==> src/rtl/dm_ctrl.sv <==
// dm_ctrl: single-word data-memory access controller with programmable wait states.
// Optional out-of-range address checking is enabled by defining DM_ADDR_CHK_EN.
module dm_ctrl #(
  parameter int DEPTH    = 256,
  parameter int WAIT_CYC = 1
) (
  input  logic        clk,
  input  logic        rst_n,
  input  logic        ps_dm_en,
  input  logic        ps_dm_wrt_en,
  input  logic [15:0] dg_dm_add,
  input  logic [15:0] bc_dt,
  output logic [15:0] dm_bc_dt,
  output logic        dm_ps_busy,
  output logic        dm_ps_ack,
  output logic        dm_ps_err
);
  localparam int         AW       = $clog2(DEPTH);
  localparam logic [2:0] LOAD_CNT = 3'(WAIT_CYC);

  // state  | meaning
  // S_IDLE | ready; a request latches addr/data/dir and loads the wait counter
  // S_WAIT | access in flight; counter runs down, array accessed when it hits zero
  typedef enum logic {S_IDLE = 1'b0, S_WAIT = 1'b1} state_t;

  state_t      r_state;
  state_t      w_state_nxt;
  logic [2:0]  r_cnt;
  logic [2:0]  w_cnt_nxt;
  logic        w_accept;
  logic        w_done;
  logic        w_oor;
  logic [AW-1:0] w_idx;

  logic [15:0] r_addr;
  logic [15:0] r_wdata;
  logic        r_wrt;
  logic [15:0] r_rdata;
  logic        r_ack;
  logic        r_err;
  logic [15:0] r_mem [DEPTH];

  assign w_idx = r_addr[AW-1:0];

`ifdef DM_ADDR_CHK_EN
  assign w_oor = ({16'd0, r_addr} >= 32'(DEPTH));
`else
  // Upper address bits simply wrap; they are latched but never consulted.
  logic w_unused_addr_hi;
  assign w_unused_addr_hi = |(r_addr >> AW);
  assign w_oor            = 1'b0;
`endif

  always_comb begin
    w_state_nxt = r_state;
    w_cnt_nxt   = r_cnt;
    w_accept    = 1'b0;
    w_done      = 1'b0;
    case (r_state)
      S_IDLE: begin
        if (ps_dm_en) begin
          w_accept    = 1'b1;
          w_cnt_nxt   = LOAD_CNT;
          w_state_nxt = S_WAIT;
        end
      end
      S_WAIT: begin
        if (r_cnt != 3'd0) begin
          w_cnt_nxt = r_cnt - 3'd1;
        end else begin
          w_done      = 1'b1;
          w_state_nxt = S_IDLE;
        end
      end
      default: w_state_nxt = S_IDLE;
    endcase
  end

  always_ff @(posedge clk or negedge rst_n) begin
    if (!rst_n) begin
      r_state <= S_IDLE;
      r_cnt   <= 3'd0;
      r_addr  <= 16'd0;
      r_wdata <= 16'd0;
      r_wrt   <= 1'b0;
      r_rdata <= 16'd0;
      r_ack   <= 1'b0;
      r_err   <= 1'b0;
    end else begin
      r_state <= w_state_nxt;
      r_cnt   <= w_cnt_nxt;
      r_ack   <= w_done;
      r_err   <= w_done & w_oor;
      if (w_accept) begin
        r_addr  <= dg_dm_add;
        r_wdata <= bc_dt;
        r_wrt   <= ps_dm_wrt_en;
      end
      if (w_done && !r_wrt) begin
        r_rdata <= w_oor ? 16'd0 : r_mem[w_idx];
      end
    end
  end

  // Array has no reset; an aborted access never reaches w_done, so no write occurs.
  always_ff @(posedge clk) begin
    if (w_done && r_wrt && !w_oor) begin
      r_mem[w_idx] <= r_wdata;
    end
  end

  assign dm_bc_dt   = r_rdata;
  assign dm_ps_busy = (r_state == S_WAIT);
  assign dm_ps_ack  = r_ack;
  assign dm_ps_err  = r_err;

endmodule

==> config.mk <==
export PLATFORM = sky130hd
export DESIGN_NAME = dm_ctrl
export DESIGN_NICKNAME = d
export VERILOG_FILES = /design/src/rtl/dm_ctrl.sv
export SDC_FILE = /design/constraint.sdc
export NUM_CORES = 2
export LEC_CHECK = 0
export CAP_MARGIN = 30
export CORE_MARGIN = 3
export CORE_UTILIZATION = 45
export CTS_BUF_LIST = sky130_fd_sc_hd__clkbuf_4
export DETAILED_ROUTE_END_ITERATION = 7
export DONT_BUFFER_PORTS = 1
export PLACE_DENSITY_LB_ADDON = 0.3
export SYNTH_ARGS = -nofsm -noshare
export SYNTH_HDL_FRONTEND = slang
export SYNTH_SLANG_ARGS = --single-unit
==> constraint.sdc <==
create_clock -name clk -period 12.71 [get_ports clk]
set_clock_uncertainty 0.15 [all_clocks]
set_input_delay 3.1775 -clock clk [delete_from_list [all_inputs] [get_ports clk]]
set_output_delay 3.1775 -clock clk [all_outputs]
set_load 0.1 [all_outputs]
; After elaboration in Yosys (flattened, before gate mapping)
; Memories as Yosys holds them, arrays and structs flattened. A register that Yosys moved wholly into a read port is not among the register bits.
; Index checks and enable logic that the tools add are counted.
; W data, S select, Z words.
[totals]
word_cells = 28
out_inout_bits = 19
reg_bits = 30
in_bits = 36
memories = 1
latch_bits = 0
rom_bits = 0
ramBits = 4096
[classes]
n_div = 0
n_reduce_logical = 6
n_bitwise = 1
addsub = 1
n_eq_ne = 2
shifts = 0
multipliers = 0
n_lt_le_gt_ge = 0
muxes = 11
[memory_table]
columns = memory, depth, width, rd, rd_ports_with_merged_regs, wr, line
row1 = r_mem, 256, 16, 1, 1, 1, 41  ; logic [15:0] r_mem [DEPTH];
[ops]
columns = op, count
row1 = $mux W1, 7
row2 = $mux W3, 2
row3 = $pmux W3 S2, 1
row4 = $reduce_bool A3 Y1, 1
row5 = $sub A3 B1 Y3 const B, 1
row6 = $logic_and A1 B1 Y1, 2
row7 = $logic_not A1 Y1, 2
row8 = $ne A2 B1 Y1 const B, 1
row9 = $ne A2 B2 Y1 const B, 1
row10 = $pmux W1 S2, 1
row11 = $reduce_and A2 Y1, 1
row12 = $not A1 Y1, 1

; Logic depth before layout (Yosys ltp)
[logic_depth]
word_depth = 6
ltp_mapped = 13
depth_no_buf = 10

; Least setup slack after synthesis
; No wires, ideal clock.
[synth_path]
kind = input to register
startpoint = in ps_dm_en
endpoint = reg r_wdata[10]
arrival_time_ns = 4.306
required_time_ns = 12.419
slack_ns = 8.112
setup_ns = 0.141
n_path_buf = 2
path_stages = 4
cell_sequence = nor2b_1 -> clkbuf_1 -> buf_1 -> mux2_2
[synth_via]
elab_chain_cells = 2
[synth_lines]
columns = element, line
row1 = "start, declared", 9  ; input logic ps_dm_en,
row2 = $mux W1, 61  ; if (ps_dm_en) begin
row3 = $mux W1, 59  ; case (r_state)
row4 = "end signal, assigned", 96  ; r_wdata <= bc_dt;
row5 = "end, declared", 36  ; logic [15:0] r_wdata;
; No other way between the ends.
; A chain may end at the register's enable or synchronous reset.

==> qor.yml <==
power:
  seqPwrFrac_pct: 43.0
  ir_worst_vdd_v: 0.000294
  comb_power_share_pct: 30.9
  switching_share_pct: 33.8
  p_leak_nw: 57.9
  p_per_area_mw_per_mm2: 227
  p_int_mw: 27.1
  p_clk_share_pct: 26.1
  power.total_mw: 41.0
  switchingPower_mw: 13.8
detailed_routing:
  vias: 82500
  antenna_left: 0
  route.detailed.drc: 0
  drt-initial-drc-count: 10300
  wire_per_inst_um: 30.6
  wirelength_um: 422000
  avgViaCountPerCell: 5.99
  first_pass_iters: 6
critical_path:
  startpoint: "r_addr[0]"
  critPathMaxFanout: 96
  critPathArrivalTime_ps: 7300
  path_class: "reg2reg"
  cp_data_required_time_ps: 13990
  critPathSlowestCell: "dfrtp_4"
  endpoint_kind: "flip-flop"
  reg2reg_from: "r_addr[0]"
  cpPeakStageDelay_ps: 1000
  crit_path_end: "dm_bc_dt[1]"
  crit_chain: "buf_12, buf_4, nand3b_1, buf_4, o22ai_1, a211o_1, nor3_1, o22ai_1, a31oi_1"
  rrSetupSlack_ps: 6690
  r2r-end: "dm_bc_dt[1]"
  reg2regPathDepth: 9
  start_kind: "flip-flop"
die:
  core-area_sq_mm: 0.353
  ios: 55
  dieArea_sq_mm: 0.362
  row_count: 218
  die_height_um: 602
  die_w_um: 602
  initial_utilization_pct: 45.2
layout:
  nFillCells: 28100
  regArea_sq_mm: 0.124
  drive_above_1_share_pct: 34.9
  multiInputGateArea_sq_mm: 0.0333
  fin_nets: 8453
  fin_util_pct: 51.1
  area_delta_synth_final_pct: 13.0
sta:
  tightestPinTransition_ps: 1440
  max_freq_mhz: 166
  period_share_pct: 47.4
  relSlewSlack_pct: 4.11
  period_minus_slack_ps: 6020
  slew_violations: 0
  setup_tns_ps: 0
  finalSetupViolCount: 0
  rsz0062_at_grt: "false"
  setup_slack_ps: 6690
  hold_viol: 0
logic_synthesis:
  synth_top_cell_by_area: "edfxtp_1"
  synth.distinct_cells: 68
  syn_avg_cell_area_sq_um: 21.9
  async_flop_share_pct: 1.11
  synthCells: 7288
  synth_ff_type: "edfxtp_1"
  syn_area_sq_mm: 0.160
  synth_edf_count: 4096
  ys_top_cells_by_area: "edfxtp_1 77%, mux4_2 13%, mux2i_1 2.6%, o22ai_1 0.78%, dfrtp_1 0.72%"
  yosysSeqAreaShare_pct: 77.8
  ys.warnings.count: 0
  synth_nets: 7326
  yosysTopAreaCellShare_pct: 77.1
  ys_seq_elements: 4142
placed_design:
  dp_hpwl_um: 244000
  place_ws_ps: 6770
  gp_congestion: 0.845
  port_buffers: 0
min_path:
  hold_class: "reg2reg"
clocking:
  cts.sinks: 4142
  cts-root-buf: "clkbuf_4"
  cts_resized: 0
  cts.repair_timing.setup_buffer_count: 0
  cts_tree: "yes"
  clockBufferDepth: 5
  path_clk_slew_ps: 70
  hold_buffers: 0
  htreeDepth: 7
  cts_buffers: 1099
  clk_latency_ps: 1620
grt:
  grt_pass1_wl_um: 599000
  overflow: 0
  first_global_vias: 84300
  grt_usage_pct: 23.3
  antenna_found_initial: 24
  grt_start_max_net_pins: 236
run:
  cap_violations: 0
status:
  run_status: "finished, final reports clean"
-- cell families after synthesis --
family | after synthesis | synth area share (%)
other cells | 1 | 0.00235
compound gates | 669 | 2.89
mux | 1381 | 15.8
buf+inv | 459 | 1.61
xor+xnor | 1 | 0.00549
flops | 4142 | 77.8
simple gates | 633 | 1.90
fa+ha+maj | 2 | 0.0157
-- metal layers --
metal	up-vias	GRT usage (%)	part of all wire (%)
met4	0	9.64	3.3
li1	33700	-	-
met1	43600	31.7	39
met2	4544	35.5	48
met3	634	6.61	10
met5	-	0	0
-- sequential cells by signal, indices dropped and copies added, names as in the netlist --
register and count:
dm_bc_dt 16, dm_ps_ack 1, dm_ps_busy 1, r_addr 8, r_cnt 3, r_mem 4096, r_wdata 16, r_wrt 1
-- cell usage in the layout (no fill, tap or decap), types with 59 or more instances in the layout --
cell,count
edfxtp_1,4096
nor2_1,230
mux2_2,68
nand2_1,73
clkinv_1,149
o22ai_1,198
a21oi_1,59
a22oi_1,107
mux2i_1,410
a211oi_1,79
o21ai_0,68
clkbuf_4,1521
buf_4,393
mux4_2,903
-- worst max-delay path, delay by kind of cell (launching register included) --
family / cells / cell delay [ps]
AND/OR/NAND/NOR: 2 / 890
buffers and inverters: 3 / 1830
AO/OA/AOI/OAI: 4 / 1710
flip-flops: 1 / 1000
-- worst min-delay path by stage --
stage | slack, ps | end | start | cells past startpoint
2_1_floorplan | 320 | r_cnt[2] | r_cnt[2] | 1
3_3_place_gp | 350 | dm_bc_dt[8] | dm_bc_dt[8] | 1
3_5_place_dp | 350 | dm_bc_dt[9] | dm_bc_dt[9] | 1
4_1_cts | 360 | dm_bc_dt[9] | dm_bc_dt[9] | 1
5_1_grt | 370 | dm_bc_dt[9] | dm_bc_dt[9] | 1
6_report | 360 | dm_bc_dt[9] | dm_bc_dt[9] | 1
-- power by group through the flow --
stage	logic [mW]	clock network, mW	registers, mW
final	12.7	10.7	17.6
after global routing	13.3	11.7	17.6
after CTS	12.3	11.0	17.8
after detailed placement	12.3	0	18.1
after global placement	11.9	0	18.1
after floorplan	6.89	0	19.1
-- synth_stat cells, types with 66 or more instances --
master and number:
o22ai_1 198, mux4_2 903, nand2_1 75, clkbuf_1 156, mux2i_1 410, nor2_1 271, a211oi_1 79, nor3_1 66
buf_4 104, buf_2 122, edfxtp_1 4096, mux2_2 68, o21ai_0 68, a22oi_1 107
-- per-stage QoR --
stage	area (sq um)	hold WS, ps	std cells
floorplan	160000	323	7288
CTS	180000	365	13700
global route	180000	368	13800
finish	180000	360	13800
detailed placement	168000	352	12000
global placement	167000	346	12000
-- cell type report --
type	count	area share, %
tap	4730	3.28
antenna	25	0.0347
clock buffer	1521	6.33
timing repair buffer	468	2.47
inverter	17	0.0354
sequential	4142	68.9
clock inverter	195	0.531
multi-input combinational	2687	18.5
Note: power is estimated with default switching activity, not from simulation.
